===== src/rtl/decoder_scan_n_pkg.sv =====
// Shared definitions for the scanning N-to-2^N decoder: mode encoding and FSM state type.
package decoder_pkg;

   localparam logic MODE_DIRECT = 1'b0;
   localparam logic MODE_SCAN   = 1'b1;

   typedef enum logic [1:0] {
      IDLE   = 2'd0,
      DIRECT = 2'd1,
      SCAN   = 2'd2,
      BLANK  = 2'd3
   } dec_state_t;

endpackage


===== src/rtl/decoder_scan_n_if.sv =====
// Control/strobe bundle for decoder_scan_n. The master drives enable, mode and select;
// the slave (the decoder) returns the strobes and scan status.
interface decoder_scan_n_if #(
   parameter int SEL_W = 3
);
   logic                  en_n;
   logic                  mode;
   logic [SEL_W-1:0]      sel;
   logic                  sel_valid;
   logic [(2**SEL_W)-1:0] y_n;
   logic [SEL_W-1:0]      cur_idx;
   logic                  scan_wrap;
   logic                  busy;

   modport master (
      output en_n, mode, sel, sel_valid,
      input  y_n, cur_idx, scan_wrap, busy
   );

   modport slave (
      input  en_n, mode, sel, sel_valid,
      output y_n, cur_idx, scan_wrap, busy
   );
endinterface


===== src/rtl/decoder_scan_n_onehot.sv =====
// Combinational index to active-low one-hot map.
module onehot_dec_n #(
   parameter int SEL_W = 3
) (
   input  logic [SEL_W-1:0]      idx,
   output logic [(2**SEL_W)-1:0] y_n
);

   // Drive every line inactive, then pull the selected one low.
   always_comb begin
      y_n      = '1;
      y_n[idx] = 1'b0;
   end

endmodule


===== src/rtl/decoder_scan_n.sv =====
// Registered N-to-2^N active-low decoder with DIRECT and SCAN modes.
// Optional build macro DECODER_SCAN_BLANK_EN inserts one all-inactive BLANK cycle
// after every dwell (anti-ghosting for multiplexed displays).
//
// state  | meaning
// -------+---------------------------------------------------------------
// IDLE   | disabled, all strobes inactive, cur_idx and sel_q held
// DIRECT | strobe follows captured select sel_q
// SCAN   | strobe walks 0..OUT_N-1, each index held for DWELL cycles
// BLANK  | one all-inactive cycle between scan indices (macro builds only)
module decoder_scan_n
   import decoder_pkg::*;
#(
   parameter int SEL_W = 3,
   parameter int DWELL = 4
) (
   input logic              clk,
   input logic              rst,
   decoder_scan_n_if.slave  bus
);

   localparam int OUT_N   = 2**SEL_W;
   localparam int DWELL_W = $clog2(DWELL + 1);
   localparam logic [DWELL_W-1:0] CNT_LOAD = DWELL_W'(DWELL - 1);
   localparam logic [SEL_W-1:0]   IDX_LAST = SEL_W'(OUT_N - 1);

   dec_state_t         state_q, state_nx;
   logic [SEL_W-1:0]   sel_q, sel_nx;
   logic [SEL_W-1:0]   idx_q, idx_nx;
   logic [DWELL_W-1:0] cnt_q, cnt_nx;
   logic               wrap_nx;
   logic               wrap_q, busy_q;
   logic [OUT_N-1:0]   dec_y_n, y_q;

   // Next-state, next index and dwell countdown; en_n beats mode, scan entry restarts at 0.
   always_comb begin
      state_nx = state_q;
      sel_nx   = sel_q;
      idx_nx   = idx_q;
      cnt_nx   = cnt_q;
      wrap_nx  = 1'b0;
      if (bus.en_n) begin
         state_nx = IDLE;
      end else if (bus.mode == MODE_DIRECT) begin
         state_nx = DIRECT;
         if (bus.sel_valid) begin
            sel_nx = bus.sel;
         end
         idx_nx = sel_nx;
      end else begin
         case (state_q)
            SCAN: begin
               if (cnt_q != '0) begin
                  cnt_nx = cnt_q - DWELL_W'(1);
               end else begin
`ifdef DECODER_SCAN_BLANK_EN
                  state_nx = BLANK;
`else
                  idx_nx   = idx_q + SEL_W'(1);
                  cnt_nx   = CNT_LOAD;
                  wrap_nx  = (idx_q == IDX_LAST);
`endif
               end
            end
`ifdef DECODER_SCAN_BLANK_EN
            BLANK: begin
               state_nx = SCAN;
               idx_nx   = idx_q + SEL_W'(1);
               cnt_nx   = CNT_LOAD;
               wrap_nx  = (idx_q == IDX_LAST);
            end
`endif
            default: begin
               state_nx = SCAN;
               idx_nx   = '0;
               cnt_nx   = CNT_LOAD;
            end
         endcase
      end
   end

   onehot_dec_n #(.SEL_W(SEL_W)) u_dec (
      .idx (idx_nx),
      .y_n (dec_y_n)
   );

   // Output and state registers; strobe is only driven in DIRECT and SCAN.
   always_ff @(posedge clk) begin
      if (rst) begin
         state_q <= IDLE;
         sel_q   <= '0;
         idx_q   <= '0;
         cnt_q   <= '0;
         y_q     <= '1;
         wrap_q  <= 1'b0;
         busy_q  <= 1'b0;
      end else begin
         state_q <= state_nx;
         sel_q   <= sel_nx;
         idx_q   <= idx_nx;
         cnt_q   <= cnt_nx;
         y_q     <= (state_nx == DIRECT || state_nx == SCAN) ? dec_y_n : '1;
         wrap_q  <= wrap_nx;
         busy_q  <= (state_nx == SCAN || state_nx == BLANK);
      end
   end

   assign bus.y_n       = y_q;
   assign bus.cur_idx   = idx_q;
   assign bus.scan_wrap = wrap_q;
   assign bus.busy      = busy_q;

endmodule


===== src/flat_wrapper.sv =====
// flat-port wrapper written by rule: the top's interface ports become plain ports
module decoder_scan_n_flat import decoder_pkg::*;
#(
   parameter int SEL_W = 3,
   parameter int DWELL = 4
)
  (clk, rst, bus_en_n, bus_mode, bus_sel, bus_sel_valid, bus_y_n, bus_cur_idx, bus_scan_wrap, bus_busy);
  decoder_scan_n_if #(.SEL_W(SEL_W)) bus_i ();
  input logic clk;
  input logic rst;
  input wire logic [$bits(bus_i.en_n)-1:0] bus_en_n;
  input wire logic [$bits(bus_i.mode)-1:0] bus_mode;
  input wire logic [$bits(bus_i.sel)-1:0] bus_sel;
  input wire logic [$bits(bus_i.sel_valid)-1:0] bus_sel_valid;
  output wire logic [$bits(bus_i.y_n)-1:0] bus_y_n;
  output wire logic [$bits(bus_i.cur_idx)-1:0] bus_cur_idx;
  output wire logic [$bits(bus_i.scan_wrap)-1:0] bus_scan_wrap;
  output wire logic [$bits(bus_i.busy)-1:0] bus_busy;
  assign bus_i.en_n = bus_en_n;
  assign bus_i.mode = bus_mode;
  assign bus_i.sel = bus_sel;
  assign bus_i.sel_valid = bus_sel_valid;
  assign bus_y_n = bus_i.y_n;
  assign bus_cur_idx = bus_i.cur_idx;
  assign bus_scan_wrap = bus_i.scan_wrap;
  assign bus_busy = bus_i.busy;
  decoder_scan_n #(.SEL_W(SEL_W), .DWELL(DWELL)) u_core (.clk(clk), .rst(rst), .bus(bus_i));
endmodule

===== config.mk =====
export PLATFORM = sky130hd
export DESIGN_NAME = decoder_scan_n_flat
export DESIGN_NICKNAME = d
export VERILOG_FILES = /design/src/rtl/decoder_scan_n_pkg.sv /design/src/rtl/decoder_scan_n_if.sv /design/src/rtl/decoder_scan_n_onehot.sv /design/src/rtl/decoder_scan_n.sv /design/src/flat_wrapper.sv
export SDC_FILE = /design/constraint.sdc
export NUM_CORES = 1
export LEC_CHECK = 0
export ABC_AREA = 1
export BUFFER_PORTS_ARGS = -buffer_cell sky130_fd_sc_hd__buf_2
export CAP_MARGIN = 20
export CORE_AREA = 4 4 51 71
export CTS_BUF_LIST = sky130_fd_sc_hd__clkbuf_2 sky130_fd_sc_hd__clkbuf_4 sky130_fd_sc_hd__clkbuf_8
export CTS_CLUSTER_SIZE = 24
export DETAILED_ROUTE_END_ITERATION = 8
export DIE_AREA = 0 0 55 75
export PLACE_DENSITY_LB_ADDON = 0.12
export SYNTH_ARGS = -nofsm -noshare
export SYNTH_HDL_FRONTEND = slang
export SYNTH_SLANG_ARGS = --single-unit

===== constraint.sdc =====
create_clock -name clk -period 2.1 [get_ports clk]
set_input_delay 0.63 -clock clk [delete_from_list [all_inputs] [get_ports clk]]
set_output_delay 0.63 -clock clk [all_outputs]
set_load 0.005 [all_outputs]

==> results.py, run 1 <==
metrics = {
    "clocking": {
        "htree_levels": 1,
        "clkLatencyLatePin_ns": 0.25,
        "cts_sinks": 21,
        "clkTransAtPathRegs_ns": 0.08,
        "cts_tree": "done",
        "clockBufferDepth": 2,
        "root_buffer": "clkbuf_8",
        "hold_buffers": 0,
        "cts_buffers": 3,
        "cts_setup_buffers": 0,
        "cts_resized": 0,
    },
    "layout": {
        "utilization": 0.377,
        "final_common_cell": "dfxtp_1",
        "n_fill_cell": 310,
        "areaGrowthSynthToFinish_pct": 21.1,
        "fin_area_sq_um": 1140,
        "drive_above_1_share": 0.343,
        "mostFrequentLayoutCells": "dfxtp_1 (21), buf_2 (20), nand2_1 (18), inv_1 (16), nor2_1 (14)",
        "final_nets": 155,
        "antennaDiodeCount": 0,
        "final_cells": 179,
    },
    "place": {
        "place_area_sq_um": 1100,
        "dp.cells": 175,
        "gp_congestion": 0.737,
        "dp_hpwl_mm": 1.52,
        "place.port_buffers": 20,
    },
    "drt": {
        "dr.first_iter.drc_count": 15,
        "wl_per_cell_um": 10.7,
        "dr.max_layer_used": "met4",
        "wl_met2_mm": 1.04,
        "drc": 0,
        "routed_wl_mm": 1.92,
        "vias_per_cell": 4.28,
        "via_count": 766,
        "first_pass_iters": 4,
        "antenna_left": 0,
        "met3_length_um": 82,
        "wl_met1_um": 773,
    },
    "grt": {
        "overflow": 0,
        "grt_pass1_vias": 760,
        "grt_pass1_wl_mm": 3.21,
        "grt_usage": 0.109,
        "antenna_found_initial": 0,
        "grt_start_max_net_pins": 13,
    },
    "job": {
        "drv_cap": 0,
    },
    "timing": {
        "finalMaxSlewViolations": 0,
        "max_freq_mhz": 587,
        "tns_ns": 0,
        "hold_violations": 0,
        "skew_ns": 0.00208,
        "layout_min_cycle_time_ns": 1.70,
        "worst_pin_slew_ns": 0.227,
        "rsz0062_at_grt": "no",
        "period_share": 0.812,
        "setup_violations": 0,
        "max_slew_margin": 0.849,
    },
    "yosys": {
        "synth.avg_cell_area_sq_um": 8.13,
        "yosys_warnings": 0,
        "yosysSeqAreaShare": 0.446,
        "synth_cell_types": 22,
        "synth_area_sq_um": 943,
        "syn_inst": 116,
        "synth_nets": 130,
        "ys_seq_elements": 21,
    },
    "power": {
        "p_leak_uw": 0.000526,
        "vdd_drop_max_mv": 0.413,
        "p_seq_frac": 0.521,
        "power.switching_uw": 219,
        "powerDensity_nw_per_um2": 712,
        "finalPower_uw": 814,
        "pwr-share-comb": 0.159,
        "intPower_uw": 594,
        "p_sw_frac": 0.270,
        "clkPwrFrac": 0.320,
    },
    "floorplan": {
        "fp.dieH_um": 75,
        "io_pins": 21,
        "dieArea_sq_um": 4130,
        "core_area_sq_um": 3030,
        "initial_core_util": 0.311,
        "fp.dieW_um": 55,
        "row_count": 24,
    },
    "critical_path": {
        "r2r-start": "u_core.bus.cur_idx[0]",
        "r2r_end": "u_core.bus.y_n[5]",
        "crit_arrival_ns": 1.85,
        "start_kind": "primary input",
        "r2r_slack_ns": 0.62,
        "slowest_delay_ns": 0.34,
        "r2r_cells": 9,
        "crit_fanout": 8,
        "required_ns": 2.25,
        "crit_type": "primary input to flip-flop",
        "worstPathCellList": "buf_2 > nor2_4 > inv_4 > ha_1 > or2_2 > nor2_2 > nand2_1",
        "crit_slowest_cell": "or2_2",
        "cp-end-kind": "flip-flop",
    },
    "worst_hold_path": {
        "hold_depth": 2,
        "hold_path.class": "flip-flop to flip-flop",
        "worst_hold_path.endpoint": "u_core.sel_q[1]",
        "hold_path_startpoint": "u_core.sel_q[1]",
    },
    "outcome": {
        "status": "completed",
    },
}
==> worst max-delay path by stage <==
stage	from	to	slack, ns	cells after the start
after floorplan	bus_mode	u_core.bus.y_n[0]	0.33	6
after global routing	bus_mode	u_core.bus.y_n[0]	0.29	7
final	bus_mode	u_core.bus.y_n[0]	0.40	7
after detailed placement	bus_mode	u_core.bus.y_n[4]	0.12	7
after CTS	bus_mode	u_core.bus.y_n[0]	0.39	7
after global placement	bus_mode	u_core.bus.y_n[2]	0.14	7
==> power groups by stage <==
stage          Combinational (uW)  Sequential (uW)  Clock [uW]
4_1_cts                       132              424         269
3_5_place_dp                  131              433           0
5_1_grt                       148              426         282
6_report                      129              424         261
2_1_floorplan                89.3              433           0
3_3_place_gp                  129              434           0
==> metrics by stage <==
| stage | setup slack, ns | hold WS (ns) |
|---|---|---|
| final | 0.395 | 0.469 |
| after global routing | 0.294 | 0.490 |
| after CTS | 0.391 | 0.472 |
| after detailed placement | 0.119 | 0.461 |
| after global placement | 0.144 | 0.457 |
| after floorplan | 0.331 | 0.431 |
==> layer usage <==
layer / up-vias / global-route usage
li1: 406 / -
met5: - / 0
met2: 16 / 0.180
met1: 342 / 0.130
met4: 0 / 0.0568
met3: 2 / 0.0198
==> cells by family after synthesis <==
kind of cell / share of synthesized area
compound gates: 0.111
fa+ha+maj: 0.0796
simple gates: 0.277
flops: 0.446
buf+inv: 0.0862
==> registers in the layout, indices dropped and copies added (netlist names) <==
name and count:
u_core.bus.y_n 8, u_core.bus.cur_idx 3, u_core.cnt_q 3, u_core.sel_q 3, u_core.state_q 2, u_core.bus.busy 1, u_core.bus.scan_wrap 1
==> final cells by class <==
| cell class | count | area [sq um] | area share |
|---|---|---|---|
| clock buffer | 3 | 41.3 | 0.0361 |
| clock inverter | 1 | 5.00 | 0.00438 |
| inverter | 20 | 77.6 | 0.0679 |
| multi-input combinational | 74 | 442 | 0.387 |
| sequential | 21 | 420 | 0.368 |
| tap | 39 | 48.8 | 0.0427 |
| timing repair buffer | 21 | 108 | 0.0942 |
==> synthesized netlist by cell type (all sizes together) <==
library cell,n,area [sq um]
nand2,23,98.8
dfxtp,21,420
nor2,21,101
inv,20,77.6
nand3,8,50.1
ha,6,75.1
o21ai,6,48.8
a21oi,5,36.3
a31oi,2,12.5
a211oi,1,7.51
clkbuf,1,3.75
nor3,1,5.00
or2,1,6.26
==> worst max-delay path, delay by kind of cell <==
kind | cells | cell delay [ns]
buf+inv | 2 | 0.20
fa+ha+maj | 1 | 0.29
simple gates | 4 | 0.73
Note: power is estimated with default switching activity, not from simulation.
==> run 2, diff against run 1 <==
Settings changed: ABC_AREA 1 to 0.
Clock period 2.1 ns to 1.4 ns, I/O delays scaled along.
==> run 2 against run 1 <==
The flow now finishes with violations (setup timing). Clock skew about the same. Non-clock buffer count up 19. Hold slack worse by 0.056 ns.
==> results.py, run 2 <==
metrics = {
    "yosys": {
        "yosysTopAreaCell": "dfxtp_1",
        "yosysSeqAreaShare": 0.447,
        "syn_inst": 93,
        "yosys_warnings": 0,
        "synth_top_area_frac": 0.447,
        "ys_top_cells_by_count": "dfxtp_1 (21), nor2_1 (12), nand3_1 (8), ha_1 (6), nand4_1 (6)",
        "synthXorXnorAreaFrac": 0,
        "synth_edf_count": 0,
        "ys_seq_elements": 21,
        "synth-compound-area-share": 0.0705,
        "yosys.area_share.simple": 0.290,
        "synth_top_family_by_area": "simple AND/OR/NAND/NOR gates",
        "synth.avg_cell_area_sq_um": 10.1,
        "synth_mux_area_frac": 0.0824,
        "async_flop_share": 0,
        "ys.flop_type": "dfxtp_1",
        "synthTopCellsByArea": "dfxtp_1 (45%), ha_1 (8.0%), nor2_1 (4.8%)",
        "synth.most_common_cell": "dfxtp_1",
        "synth_cell_types": 33,
        "synth_nets": 107,
        "synth_area_sq_um": 941,
        "yosys.area_share.adder": 0.0798,
    },
    "critical_path": {
        "start_kind": "flip-flop",
        "critPathCapture": "u_core.bus.cur_idx[0]",
        "crit_slowest_cell": "dfxtp_2",
        "cp-end-kind": "flip-flop",
        "path_depth": 6,
        "startpoint": "u_core.cnt_q[1]",
        "path_common_cell": "nor2b_4",
        "slowest_delay_ns": 0.33,
        "required_ns": 1.55,
        "crit_type": "flip-flop to flip-flop",
        "r2r_slack_ns": -0.07,
        "r2r-start": "u_core.cnt_q[1]",
        "cp_top_family": "flip-flops",
        "crit_arrival_ns": 1.62,
        "r2r_end": "u_core.bus.cur_idx[0]",
        "crit_fanout": 5,
        "crit_buf_inv": 1,
        "r2r_cells": 6,
        "worstPathCellList": "inv_2 > ha_4 > nor2b_4 > mux2_4 > a21o_4 > nor2b_4",
    },
    "drt": {
        "dr.max_layer_used": "met4",
        "first_pass_iters": 4,
        "routed_wl_mm": 2.08,
        "wl_met1_um": 807,
        "vias_per_cell": 4.65,
        "antenna_left": 0,
        "wl_per_cell_um": 12.0,
        "drc": 0,
        "via_count": 809,
        "dr.first_iter.drc_count": 10,
        "wl_met2_mm": 1.16,
        "met3_length_um": 77,
    },
    "timing": {
        "period_share": 1.05,
        "hold_violations": 0,
        "max_slew_margin": 0.810,
        "skew_ns": 0.00253,
        "rsz0062_at_grt": "yes",
        "layout_min_cycle_time_ns": 1.47,
        "max_freq_mhz": 678,
        "whs_ns": 0.413,
        "setup_violations": 3,
        "worst_pin_slew_ns": 0.284,
        "setup_slack_ns": -0.0749,
        "finalMaxSlewViolations": 0,
    },
    "place": {
        "dp_hpwl_mm": 1.67,
        "place.port_buffers": 20,
        "place_area_sq_um": 1240,
        "gp_congestion": 0.748,
    },
    "clocking": {
        "root_buffer": "clkbuf_8",
        "cts_buffers": 3,
        "clkLatencyLatePin_ns": 0.25,
        "clockBufferDepth": 2,
        "htree_levels": 1,
        "hold_buffers": 0,
        "cts_sinks": 21,
        "clkTransAtPathRegs_ns": 0.07,
        "cts_tree": "done",
    },
    "outcome": {
        "violations": "setup timing",
        "status": "finished, violations left",
    },
    "floorplan": {
        "fp.dieW_um": 55,
        "io_pins": 21,
        "initial_core_util": 0.310,
        "fp.dieH_um": 75,
        "dieArea_sq_um": 4130,
        "row_count": 24,
        "core_area_sq_um": 3030,
    },
    "power": {
        "powerDensity_nw_per_um2": 920,
        "vdd_drop_max_mv": 0.449,
        "p_leak_uw": 0.000607,
    },
    "grt": {
        "antenna_found_initial": 0,
        "overflow": 0,
        "grt_start_max_net_pins": 14,
        "grt_pass1_wl_mm": 3.33,
        "grt_pass1_vias": 793,
        "grt_usage": 0.113,
    },
    "layout": {
        "drive_above_1_share": 0.519,
        "antennaDiodeCount": 0,
        "mostFrequentLayoutCells": "buf_2 (20), buf_4 (20), dfxtp_1 (19), nor2_1 (11), nand4_1 (6)",
        "areaGrowthSynthToFinish_pct": 43.4,
        "fin_area_sq_um": 1350,
        "largest_register_ffs": 8,
        "final_nets": 150,
    },
    "job": {
        "drv_cap": 0,
    },
    "worst_hold_path": {
        "hold_path.class": "primary input to flip-flop",
        "hold_path_startpoint": "bus_sel[2]",
    },
}
-- run 2: changes by cell type in the layout (fill, tap and decap cells not counted), moves of 6 or more --
cell	previous run	this run
inv_1	16	0
buf_4	1	20
nand4_1	0	6
nand2_1	18	5
-- run 2: layer usage --
layer | up-vias | GRT usage
li1 | 416 | -
met1 | 375 | 0.121
met2 | 13 | 0.205
met3 | 5 | 0.0178
met4 | 0 | 0.0568
met5 | - | 0
-- run 2: repair_timing --
item / 4_1_cts / 5_1_grt
buffers inserted: 1 / 2
resized for setup: 0 / 6
pin swaps: 1 / 7
setup endpoints to repair: 8 / 9
-- run 2: how the worst min path moves through the flow --
stage | endpoint | slack [ns] | depth (start not counted)
after floorplan | u_core.cnt_q[0] | 0.43 | 1
after global placement | u_core.sel_q[1] | 0.47 | 2
after detailed placement | u_core.sel_q[2] | 0.50 | 2
after CTS | u_core.sel_q[2] | 0.41 | 3
after global routing | u_core.sel_q[1] | 0.44 | 3
final | u_core.sel_q[2] | 0.41 | 3
-- run 2: area by class of cell --
cell class	count	area, sq um
inverters	3	13.8
multi-input cells	67	564
repair buffers	40	250
fillers	309	1680
flip-flops and latches	21	423
well taps	39	48.8
clock buffers	4	48.8
-- run 2: stage by stage --
step	utilization	cells	total power [uW]	setup WS, ns	setup TNS (ns)
global route	0.445	174	1300	-0.124	-0.548
detailed placement	0.410	167	835	-0.243	-1.85
CTS	0.429	172	1250	-0.0698	-0.195
finish	0.445	174	1240	-0.0749	-0.0967
global placement	0.410	167	832	-0.211	-1.54
floorplan	-	93	752	-0.158	-0.614
-- run 2: logic make-up after synthesis --
kind of cell	after synthesis
buf+inv	5
mux	7
flops	21
simple gates	46
compound gates	8
fa+ha+maj	6
-- run 2: where the power goes --
part           internal, uW  switching, uW  leakage (uW)
combinational           115            101      0.000409
clock                   222            179     0.0000262
sequential              615           8.55      0.000172
-- run 2: tightest hold or removal path: cells and delay by family --
family,cells,cell delay [ns]
buffers and inverters,1,0.09
AND/OR/NAND/NOR,1,0.07
multiplexers,1,0.06
==> run 3, diff against run 2 <==
--- a/config.mk
+++ b/config.mk
@@ -15,4 +15,5 @@
 export DIE_AREA = 0 0 55 75
 export PLACE_DENSITY_LB_ADDON = 0.12
+export REMOVE_ABC_BUFFERS = 1
 export SYNTH_ARGS = -nofsm -noshare
 export SYNTH_HDL_FRONTEND = slang
==> constraint.sdc (replaced) <==
create_clock -name clk -period 1.4 [get_ports clk]
set_input_delay 0.42 -clock clk [delete_from_list [all_inputs] [get_ports clk]]
set_output_delay 0.42 -clock clk [all_outputs]
set_load 0.02 [all_outputs]
==> run 3 against run 2 <==
The run still ends with setup timing left. Worst setup slack improved by 0.023 ns. Die area unchanged. Combinational power about the same. Final area decreased by 0.74%. Hold slack got worse by 0.0018 ns. Clock skew decreased by 0.00053 ns. Global-route usage increased by 0.15 points. Critical endpoint unchanged.
==> results.py, run 3 (synthesized netlist as in run 2, its figures left out) <==
metrics = {
    "drt": {
        "routed_wl_mm": 2.09,
        "wl_per_cell_um": 11.9,
        "vias_per_cell": 4.64,
        "dr.first_iter.drc_count": 23,
        "first_pass_iters": 4,
        "antenna_left": 0,
        "drc": 0,
        "via_count": 812,
    },
    "job": {
        "drv_cap": 0,
    },
    "clocking": {
        "root_buffer": "clkbuf_8",
        "cts_buffers": 3,
        "clkTransAtPathRegs_ns": 0.07,
        "cts_sinks": 21,
        "cts_tree": "done",
        "htree_levels": 1,
        "clockBufferDepth": 2,
        "clkLatencyLatePin_ns": 0.25,
    },
    "grt": {
        "grt_pass1_wl_mm": 3.41,
        "grt_start_max_net_pins": 14,
        "overflow": 0,
        "grt_pass1_vias": 842,
        "grt_usage": 0.114,
        "antenna_found_initial": 0,
    },
    "critical_path": {
        "r2r_slack_ns": -0.05,
        "start_kind": "flip-flop",
        "crit_fanout": 5,
        "cp-end-kind": "flip-flop",
        "required_ns": 1.55,
        "crit_type": "flip-flop to flip-flop",
        "crit_arrival_ns": 1.60,
    },
    "timing": {
        "worst_pin_slew_ns": 0.221,
        "setup_slack_ns": -0.0518,
        "max_slew_margin": 0.848,
        "hold_violations": 0,
        "skew_ns": 0.00200,
        "setup_violations": 5,
        "period_share": 1.04,
        "rsz0062_at_grt": "yes",
        "tns_ns": -0.168,
        "finalMaxSlewViolations": 0,
        "whs_ns": 0.412,
        "layout_min_cycle_time_ns": 1.45,
        "max_freq_mhz": 689,
    },
    "layout": {
        "final_nets": 151,
        "mostFrequentLayoutCells": "buf_4 (21), dfxtp_1 (19), buf_2 (18), nor2_1 (11), nand4_1 (6)",
        "final_common_cell": "buf_4",
        "final_cells": 175,
        "areaGrowthSynthToFinish_pct": 42.3,
        "drive_above_1_share": 0.507,
        "utilization": 0.441,
        "antennaDiodeCount": 0,
        "largest_register_ffs": 8,
        "fin_area_sq_um": 1340,
    },
    "power": {
        "p_seq_frac": 0.502,
        "pwr-share-comb": 0.175,
        "powerDensity_nw_per_um2": 928,
        "intPower_uw": 950,
        "p_sw_frac": 0.236,
        "vdd_drop_max_mv": 0.483,
        "power.switching_uw": 293,
        "p_leak_uw": 0.000613,
        "clkPwrFrac": 0.323,
    },
    "floorplan": {
        "io_pins": 21,
        "dieArea_sq_um": 4130,
        "initial_core_util": 0.310,
        "fp.dieW_um": 55,
        "fp.dieH_um": 75,
        "core_area_sq_um": 3030,
        "row_count": 24,
    },
    "outcome": {
        "status": "finished, violations left",
        "violations": "setup timing",
    },
    "place": {
        "dp_hpwl_mm": 1.70,
        "place.port_buffers": 20,
        "dp.cells": 168,
        "gp_congestion": 0.749,
        "place_area_sq_um": 1210,
    },
    "worst_hold_path": {
        "hold_path.class": "primary input to flip-flop",
    },
}
run 3: final timing paths:
path / endpoint / depth (start not counted) / startpoint
setup / recovery: u_core.bus.cur_idx[0] / 6 / u_core.cnt_q[1]
hold / removal: u_core.sel_q[1] / 3 / bus_sel[1]
setup reg to reg: u_core.bus.cur_idx[0] / 6 / u_core.cnt_q[1]
hold reg to reg: u_core.sel_q[0] / 2 / u_core.sel_q[0]
run 3: critical path, stage by stage, from the launching register on:
cell	delay, ns
dfxtp_2	0.33
inv_2	0.07
ha_4	0.13
nor2b_4	0.15
mux2_4	0.32
a21o_4	0.23
nor2b_4	0.12
run 3: cell type report:
class	count	area [sq um]
Timing Repair Buffer	41	270
Fill cell	312	1690
Inverter	3	13.8
Sequential cell	21	423
Multi-Input combinational cell	67	534
Tap cell	39	48.8
Clock buffer	4	48.8
run 3: power by group through the flow:
stage	Combinational [uW]	Clock [uW]	Sequential (uW)
after CTS	214	422	624
after floorplan	91.7	0	646
after global placement	192	0	636
final	218	401	624
after global routing	240	442	626
after detailed placement	195	0	636
run 3: per-stage QoR:
stage | total power (uW) | worst slack (ns)
3_3_place_gp | 827 | -0.343
6_report | 1240 | -0.0518
4_1_cts | 1260 | -0.0592
3_5_place_dp | 831 | -0.414
2_1_floorplan | 738 | -0.342
5_1_grt | 1310 | -0.107
run 3: what timing repair did:
action,in CTS,in global routing
hold endpoints to repair,0,0
setup endpoints to repair,11,9
resized for setup,10,5
pin swaps,8,7
hold buffers,0,0
buffers inserted,3,0
run 3: metal layers:
layer  track usage  part of all wire  vias up
met2         0.212              0.55       13
met3        0.0178             0.037        4
met1         0.118              0.39      378
met4        0.0595             0.015        0
li1              -                 -      417
met5             0                 0        -
